==> config.mk <==
export PLATFORM = sky130hd
export DESIGN_NAME = fetch_stage
export DESIGN_NICKNAME = d
export VERILOG_FILES = /design/src/rtl/fetch_stage_pkg.sv /design/src/rtl/fetch_stage_pc_redirect_buffer.sv /design/src/rtl/fetch_stage.sv
export SDC_FILE = /design/constraint.sdc
export NUM_CORES = 1
export LEC_CHECK = 0
export ABC_AREA = 1
export CORE_MARGIN = 8
export CORE_UTILIZATION = 49
export CTS_CLUSTER_DIAMETER = 50
export DETAILED_ROUTE_END_ITERATION = 6
export PLACE_DENSITY = 0.81
export SYNTH_ARGS = -nofsm -noshare
export SYNTH_HDL_FRONTEND = slang
export SYNTH_SLANG_ARGS = --single-unit
==> constraint.sdc <==
create_clock -name clk -period 1.9 [get_ports clk]
set_input_delay 0.57 -clock clk [delete_from_list [all_inputs] [get_ports clk]]
set_output_delay 0.57 -clock clk [all_outputs]
set_load 0.01 [all_outputs]
==> src/rtl/fetch_stage_pkg.sv <==
// Shared core definitions for the RV32I fetch front end.
// IF/ID bundle layout and fetch-related constants.
package fetch_stage_pkg;

    localparam int XLEN = 32;
    localparam logic [XLEN-1:0] NOP_ENC = 32'h0000_0013;
    localparam logic [XLEN-1:0] PC_INC  = 32'd4;

    typedef struct packed {
        logic [XLEN-1:0] pc;
        logic [XLEN-1:0] instr;
        logic            valid;
    } if_id_t;

    function automatic logic [XLEN-1:0] align_word(input logic [XLEN-1:0] addr);
        return {addr[XLEN-1:2], 2'b00};
    endfunction

endpackage

==> src/rtl/fetch_stage_pc_redirect_buffer.sv <==
// Holds a redirect that arrives while the front end is stalled, aligns targets
// and keeps sticky flags for misaligned targets and overwritten redirects.
module pc_redirect_buffer
    import fetch_stage_pkg::*;
(
    input  logic            clk,
    input  logic            rst,
    input  logic            stall,
    input  logic            redirect_valid,
    input  logic [XLEN-1:0] redirect_target,
    output logic [XLEN-1:0] aligned_target,
    output logic            pending_valid,
    output logic [XLEN-1:0] pending_target,
    output logic            misaligned_err,
    output logic            redirect_overrun
);

    assign aligned_target = align_word(redirect_target);

    always_ff @(posedge clk) begin
        if (rst) begin
            pending_valid    <= 1'b0;
            pending_target   <= '0;
            misaligned_err   <= 1'b0;
            redirect_overrun <= 1'b0;
        end else begin
            if (redirect_valid && (redirect_target[1:0] != 2'b00))
                misaligned_err <= 1'b1;
            if (!stall) begin
                // pending target is consumed (or superseded) on any advance
                pending_valid <= 1'b0;
                if (redirect_valid && pending_valid)
                    redirect_overrun <= 1'b1;
            end else if (redirect_valid) begin
                pending_valid  <= 1'b1;
                pending_target <= aligned_target;
                if (pending_valid)
                    redirect_overrun <= 1'b1;
            end
        end
    end

endmodule

==> src/rtl/fetch_stage.sv <==
// Instruction fetch stage: owns the PC, addresses the ROM and fills IF/ID.
// Redirects use single-delay-slot semantics; the word at the old PC is kept.
module fetch_stage
    import fetch_stage_pkg::*;
#(
    parameter logic [XLEN-1:0] RESET_PC  = 32'h0000_0000,
    parameter logic [XLEN-1:0] NOP_INSTR = NOP_ENC
) (
    input  logic            clk,
    input  logic            rst,
    input  logic            stall,
    input  logic            flush,
    input  logic            redirect_valid,
    input  logic [XLEN-1:0] redirect_target,
    output logic [XLEN-1:0] instr_addr,
    input  logic [XLEN-1:0] instr_in,
    output logic [XLEN-1:0] if_id_pc,
    output logic [XLEN-1:0] if_id_instr,
    output logic            if_id_valid,
    output logic [XLEN-1:0] fetch_count,
    output logic            misaligned_err,
    output logic            redirect_overrun
);

    logic [XLEN-1:0] pc;
    logic [XLEN-1:0] next_pc;
    logic [XLEN-1:0] aligned_target;
    logic [XLEN-1:0] pending_target;
    logic            pending_valid;
    if_id_t          if_id;

    pc_redirect_buffer u_redirect_buf (
        .clk              (clk),
        .rst              (rst),
        .stall            (stall),
        .redirect_valid   (redirect_valid),
        .redirect_target  (redirect_target),
        .aligned_target   (aligned_target),
        .pending_valid    (pending_valid),
        .pending_target   (pending_target),
        .misaligned_err   (misaligned_err),
        .redirect_overrun (redirect_overrun)
    );

    always_comb begin
        next_pc = pc + PC_INC;
        if (redirect_valid)
            next_pc = aligned_target;
        else if (pending_valid)
            next_pc = pending_target;
    end

    always_ff @(posedge clk) begin
        if (rst) begin
            pc          <= RESET_PC;
            if_id       <= '{pc: '0, instr: NOP_INSTR, valid: 1'b0};
            fetch_count <= '0;
        end else if (!stall) begin
            pc <= next_pc;
            if (flush) begin
                if_id <= '{pc: pc, instr: NOP_INSTR, valid: 1'b0};
            end else begin
                if_id       <= '{pc: pc, instr: instr_in, valid: 1'b1};
                fetch_count <= fetch_count + 1'b1;
            end
        end else if (flush) begin
            // flush still squashes the held word while stalled
            if_id.instr <= NOP_INSTR;
            if_id.valid <= 1'b0;
        end
    end

    assign instr_addr  = pc;
    assign if_id_pc    = if_id.pc;
    assign if_id_instr = if_id.instr;
    assign if_id_valid = if_id.valid;

endmodule

### Word level (Yosys, flattened, before mapping)

Cells that the tools add are included.

* $add $sub $neg: 2
* eq/ne operators: 3
* mux-type cells: 9
* bitwise gates (word level): 2
* reductions and logical operators: 8

Operator list (number)
* two-way mux 33 bit: 3
* two-way mux 32 bit: 2
* adder 32 x 1 -> 32 bit (second input constant): 1
* adder 32 x 3 -> 32 bit (second input constant): 1
* inequality test 2 x 1 -> 1 bit (second input constant): 3
* two-way mux 1 bit: 4
* AND reduction 2 bit: 2
* nonzero test 2 bit: 2
* AND reduction 3 bit: 1
* logical AND 1 bit: 2
* inverter 1 bit: 2
* OR reduction 2 bit: 1

* register bits after elaboration: 162
* input port bits: 69
* output and inout port bits: 131

### Logic depth before layout (Yosys ltp)

Gate-level depths: netlist of the first run.

* depth in word-level cells: 3
* mapped depth: 11

### By module

A second synthesis of the first run with hierarchy kept.

* cell total of the unflattened synthesis: 1092
* area, all modules: 7771.2 um^2

By module, submodules not included
* fetch_stage: times used 1, cells an instance 912, area an instance 6329.8 um^2, seq. area each 2582.5 um^2
* pc_redirect_buffer: times used 1, cells an instance 180, area an instance 1441.4 um^2, seq. area each 660.6 um^2

### Least setup slack after synthesis of the first run

Ideal clock, no wire load.

* kind: input to register
* start: input port stall
* end: register fetch_count[31]
* library setup time: 0.115 ns
* arrival time: 1.489 ns
* data required time: 1.785 ns
* slack: 0.296 ns
* cell stages on the path: 11
* path buffers: 1
* cell sequence: inv_2 -> nand2_1 -> buf_6 -> nor2_8 -> nand2_4 -> nor2_2 -> nand2_1 -> nor2_2 -> nand3_1 -> nand2_1 -> nor2_1

* cells in the longest elaborated chain, start to end: 2

Ends and longest elaborated chain
* start, declared: RTL line fetch_stage.sv:11 `input logic stall,`
* inverter 1 bit (no line)
* AND reduction 2 bit (no line)
* end signal, assigned: RTL line fetch_stage.sv:64 `fetch_count <= fetch_count + 1'b1;`
* end, declared: RTL line fetch_stage.sv:20 `output logic [XLEN-1:0] fetch_count,`

Every way passes these cells.
A chain may end at the register's enable or synchronous reset.

### Final worst setup path of the first run

* start: register if_id, in the netlist if_id_pc[29]
* end: output port if_id_pc[29]

RTL lines
* start, declared: RTL line fetch_stage.sv:30 `if_id_t if_id;`
* start signal, assigned: RTL line fetch_stage.sv:56 `if_id <= '{pc: '0, instr: NOP_INSTR, valid: 1'b0};`
* start signal, assigned: RTL line fetch_stage.sv:61 `if_id <= '{pc: pc, instr: NOP_INSTR, valid: 1'b0};`
* start signal, assigned: RTL line fetch_stage.sv:63 `if_id <= '{pc: pc, instr: instr_in, valid: 1'b1};`
* end, declared: RTL line fetch_stage.sv:17 `output logic [XLEN-1:0] if_id_pc,`

No word-level cell between the ends.

==> results.cfg, run 1 <==
[detailed_routing]
drt-vias-per-instance = 5.47
vias = 8150
drc = 0
wl_mm = 24.8
ant_nets = 0
wl_per_cell_um = 16.7
drt-initial-drc-count = 648
dr.pass1.iters = 5

[worst_setup_path]
end_kind = output port
crit_chain = clkdlybuf4s50_1
cp.arrival_ns = 1.31
reg2reg_slack_ns = 0.16
start_kind = register
crit_family = buffers and inverters
criticalPathCategory = register to output port
max_stage_delay_ns = 0.54
crit_slowest_cell = clkdlybuf4s50_1
cp.buffers_inverters = 1
required_ns = 1.33
critPathMaxFanout = 2

[synthesis]
yosysUniqueCellTypes = 35
netlist_area_sq_um = 7410
synth_area_leaders = dfxtp_1 (43%), a21oi_1 (13%), nand2_1 (11%)
ys_seq_area_frac = 0.427
synth-seq-cells = 158
synth_enable_flop_cells = 0
synth_cells = 1093
synthTopCellsByCount = nand2_1 (218), a21oi_1 (186), dfxtp_1 (158)
netlist.area_leader.share = 0.427
async_reset_ff_frac = 0
yosys.area.top_type = dfxtp_1
yosys_warnings = 0
synth_top_flop_cell = dfxtp_1
yosysMostFrequentCell = nand2_1
synth.avg_cell_area_sq_um = 6.78

[power]
power_density_nw_per_um2 = 797
ir_drop_v = 0.000642
leakage_nw = 4.54
total_power_mw = 8.20

[cells_and_area]
utilization = 0.687
nNetsFinal = 1360
num-fill-cells = 1331
n_antenna_cell = 0
drive_gt1_frac = 0.0975
syn_to_final_growth_pct = 38.8

[clocking]
clockBufferDepth = 2
htreeDepth = 4
post_cts_buffers = 0
tritoncts = yes
clock_sinks = 158
cts_root_buf = clkbuf_16
clk_pin_slew_ns = 0.06
numCtsBuffers = 17
worstSkewPairLatency_ns = 0.44

[timing]
finClkSkew_ns = 0.00640
fmax_mhz = 532
slew_headroom = 0.482
holdWs_ns = 0.452
setup_violations = 0
worstMarginPinSlew_ns = 0.776
finalMaxSlewViolations = 0
min_period_ns = 1.88
hold_violations = 0
layout_setup_ws_ns = 0.0195
post-route-period-util = 0.990

[run]
maxCapViolCount = 0

[floorplanning]
design.die.area_sq_um = 19300
num_rows = 45
ios = 200
coreArea_sq_um = 15000
die_x_um = 139
start_util = 0.495
die-height_um = 139

[min_path]
hp-class = register to register

[placed_design]
port_buffers = 195
place_hpwl_mm = 17.7
gp_congestion = 0.931
post-place-ws_ns = -0.289

[global_route]
grt_pass1_vias = 7654
grt_max_degree = 87
grt_pass1_wl_mm = 39.4
antenna_found_initial = 0
track_usage = 0.251
grt_overflow = 0

[run_status]
status = complete, no violations
[metrics by stage]
stage          instance area [sq um]  instances  setup TNS [ns]
5_1_grt                        10300       1490        -0.00445
2_1_floorplan                   7420       1096               0
6_report                       10300       1490               0
3_5_place_dp                    9690       1458           -5.78
3_3_place_gp                    9690       1458           -4.75
4_1_cts                        10200       1490               0
[cell families (layout without fill, tap and decap cells)]
family,count (synthesis),after routing,share of synthesized area
other,1,4,0.000506
and+or+nand+nor,440,440,0.251
AOI/OAI and AO/OA,319,319,0.219
xor gates and xnor gates,12,12,0.0142
adders and majority gates,2,2,0.00338
buffers and inverters,161,367,0.0855
DFF,158,158,0.427
[flip-flops by register name (all words and copies together), names as in the netlist, 30 cells and up]
name,cells
fetch_count,32
u_redirect_buf.pending_target,30
instr_addr,30
if_id_pc,30
if_id_instr,32
[cell usage in the layout (no fill, tap or decap), types with 28 or more instances in the layout]
| cell type | netlist | final |
|---|---|---|
| nor2_1 | 115 | 113 |
| buf_4 | 4 | 37 |
| dfxtp_1 | 158 | 128 |
| clkdlybuf4s50_1 | 0 | 67 |
| o21ai_0 | 114 | 114 |
| nand2_1 | 218 | 218 |
| dfxtp_2 | 0 | 28 |
| a21oi_1 | 186 | 186 |
| inv_1 | 93 | 92 |
| nand3_1 | 74 | 74 |
| dlygate4sd2_1 | 0 | 103 |
[power by group]
group	switching (mW)	total, mW	internal [mW]	leakage [nW]
clock	1.44	3.58	2.14	0.295
sequential	0.118	3.60	3.48	1.31
combinational	0.569	1.02	0.452	2.94
[per-layer routing]
metal | global-route usage | wire (um)
met1 | 0.293 | 10400
met2 | 0.408 | 11600
met3 | 0.0871 | 2130
met4 | 0.115 | 767
met5 | 0 | 0
[what timing repair did]
action | 4_1_cts | 5_1_grt
setup endpoints to repair | 103 | 31
hold buffers | 0 | 0
gates resized for setup | 135 | 25
hold endpoints to repair | 0 | 0
[area by class of cell]
type	count	area [sq um]	area share
multi-input combinational	777	3630	0.353
sequential	158	3210	0.312
timing repair buffer	236	2220	0.216
clock buffer	19	453	0.0440
inverter	99	374	0.0364
tap	188	235	0.0229
clock inverter	13	163	0.0158
[final timing paths]
check	startpoint	endpoint	cells after the start
worst max-delay path	if_id_pc[29]$_SDFFE_PP0N_	if_id_pc[29]	1
worst max register to register	instr_addr[2]$_SDFFE_PP0N_	instr_addr[16]$_SDFFE_PP0N_	9
worst min register to register	u_redirect_buf.pending_target[24]$_SDFFE_PP0P_	u_redirect_buf.pending_target[24]$_SDFFE_PP0P_	2
worst min-delay path	u_redirect_buf.pending_target[24]$_SDFFE_PP0P_	u_redirect_buf.pending_target[24]$_SDFFE_PP0P_	2
Power figures use the tool's default switching activity.
==> run 2: changes to the inputs <==
--- a/config.mk
+++ b/config.mk
@@ -11,6 +11,7 @@
 export CTS_CLUSTER_DIAMETER = 50
 export DETAILED_ROUTE_END_ITERATION = 6
 export PLACE_DENSITY = 0.81
+export SLEW_MARGIN = 30
 export SYNTH_ARGS = -nofsm -noshare
 export SYNTH_HDL_FRONTEND = slang
 export SYNTH_SLANG_ARGS = --single-unit
==> results of run 2 <==
Same layout as run 1: the final DEF is identical, and so are final timing and power.
==> run 3: changes to the inputs <==
--- a/config.mk
+++ b/config.mk
@@ -7,10 +7,9 @@
 export LEC_CHECK = 0
 export ABC_AREA = 1
 export CORE_MARGIN = 8
-export CORE_UTILIZATION = 49
+export CORE_UTILIZATION = 33
 export CTS_CLUSTER_DIAMETER = 50
 export DETAILED_ROUTE_END_ITERATION = 6
-export PLACE_DENSITY = 0.81
 export SLEW_MARGIN = 30
 export SYNTH_ARGS = -nofsm -noshare
 export SYNTH_HDL_FRONTEND = slang
==> run 3 against run 2 <==
  * Clock skew rose by 0.0029 ns
  * Global-route usage fell by 5.9 points
  * Combinational power rose by 4%
  * Setup slack improved by 0.027 ns
  * Sequential power barely moved
  * Flip-flop and latch count did not move
  * Design area rose by 3.2%
  * Critical path depth did not move
  * Critical endpoint is now if_id_pc[18]
  * Largest power group is now the clock network
==> results.cfg, run 3 (synthesized netlist as in run 1, its figures left out) <==
[worst_setup_path]
required_ns = 1.33
crit_slowest_cell = clkdlybuf4s50_1
endpoint = if_id_pc[18]
ff2ff_path_depth = 10
reg2reg_slack_ns = 0.16
max_stage_delay_ns = 0.54
end_kind = output port
cp.buffers_inverters = 1
r2r-end = instr_addr[30]$_SDFFE_PP0N_
critPathMaxFanout = 2
cp-startpoint = if_id_pc[18]$_SDFFE_PP0N_
cp.arrival_ns = 1.28
worst-path-stages = 1
r2r-start = instr_addr[2]$_SDFFE_PP0N_
criticalPathCategory = register to output port
crit_family = buffers and inverters
crit_chain = clkdlybuf4s50_1
start_kind = register

[cells_and_area]
nNetsFinal = 1377
drive_gt1_frac = 0.105
final_cell_mix = nand2_1 (216), a21oi_1 (186), dfxtp_1 (134), nor2_1 (114), o21ai_0 (113)
n_antenna_cell = 0
final_common_cell = nand2_1
num-fill-cells = 2330
syn_to_final_growth_pct = 43.2
design_area_sq_um = 10600

[detailed_routing]
dr.pass1.iters = 5
drt-vias-per-instance = 4.93
drc = 0
wl_per_cell_um = 16.7
ant_nets = 0
wl_mm = 26.7
drt-initial-drc-count = 467
vias = 7906

[floorplanning]
ios = 200
start_util = 0.331
coreArea_sq_um = 22400
design.die.area_sq_um = 27500
num_rows = 55
die-height_um = 166
die_x_um = 166

[placed_design]
placed_cell_area_sq_um = 9980
gp_congestion = 0.873
port_buffers = 195
place_hpwl_mm = 19.3

[clocking]
htreeDepth = 4
clk_pin_slew_ns = 0.07
tritoncts = yes
clockBufferDepth = 2
cts_root_buf = clkbuf_16
worstSkewPairLatency_ns = 0.43
clock_sinks = 158
numCtsBuffers = 17
post_cts_buffers = 0

[min_path]
holdCritStartpoint = u_redirect_buf.misaligned_err$_SDFFE_PP0P_
hp-class = register to register

[global_route]
antenna_found_initial = 0
grt_overflow = 0
grt_max_degree = 87
grt_pass1_wl_mm = 43.1
grt_pass1_vias = 7741
track_usage = 0.192

[timing]
slew_headroom = 0.449
worstMarginPinSlew_ns = 0.827
min_period_ns = 1.85
hold_violations = 0
fmax_mhz = 539
finalSetupTns_ns = 0
rsz0062_at_grt = no
post-route-period-util = 0.976
setup_violations = 0
finalMaxSlewViolations = 0
finClkSkew_ns = 0.00928

[power]
ir_drop_v = 0.000549
leakage_nw = 4.72
power_density_nw_per_um2 = 793

[run]
maxCapViolCount = 0

[run_status]
status = complete, no violations
## run 3: timing repair
item,in CTS,in global routing
gates resized for setup,121,35
pin swaps,0,4
endpoints found under the setup margin,97,32
hold buffers,0,0
## run 3: stage by stage
| step | power (mW) | worst slack [ns] | instances | utilization | hold WS (ns) |
|---|---|---|---|---|---|
| 5_1_grt | 8.75 | 0.00455 | 1603 | 0.474 | 0.469 |
| 6_report | 8.41 | 0.0461 | 1603 | 0.474 | 0.448 |
| 4_1_cts | 8.51 | 0.000385 | 1603 | 0.470 | 0.452 |
| 3_3_place_gp | 4.79 | -0.299 | 1572 | 0.446 | 0.440 |
| 2_1_floorplan | 4.16 | 0.296 | 1096 | - | 0.430 |
| 3_5_place_dp | 4.80 | -0.332 | 1572 | 0.446 | 0.441 |
## run 3: worst min path at each step
stage / to / cells past startpoint
final: u_redirect_buf.misaligned_err$_SDFFE_PP0P_ / 2
after global routing: u_redirect_buf.pending_target[21]$_SDFFE_PP0P_ / 2
after CTS: u_redirect_buf.misaligned_err$_SDFFE_PP0P_ / 2
after detailed placement: u_redirect_buf.misaligned_err$_SDFFE_PP0P_ / 2
after global placement: u_redirect_buf.pending_target[12]$_SDFFE_PP0P_ / 2
after floorplan: u_redirect_buf.pending_target[11]$_SDFFE_PP0P_ / 2
## run 3: metal layers
layer / vias up / GRT usage / wire length (um)
met4: 0 / 0.0597 / 501
met3: 29 / 0.0668 / 2220
met5: - / 0 / 0
li1: 4029 / - / -
met1: 3614 / 0.242 / 12000
met2: 234 / 0.302 / 12000
## run 3: report_power, final
group	total, mW	leakage, nW	internal [mW]	switching, mW
registers	3.59	1.31	3.48	0.113
clock network	3.76	0.301	2.30	1.46
logic	1.06	3.12	0.476	0.586
total	8.41	4.72	6.25	2.16
## run 3: cell type report
| type | count | area, sq um | area share |
|---|---|---|---|
| clock inverter | 10 | 161 | 0.0152 |
| sequential | 158 | 3190 | 0.301 |
| inverter | 99 | 374 | 0.0353 |
| tap | 285 | 357 | 0.0336 |
| timing repair buffer | 253 | 2410 | 0.227 |
| multi-input combinational | 777 | 3640 | 0.343 |
| clock buffer | 21 | 470 | 0.0443 |
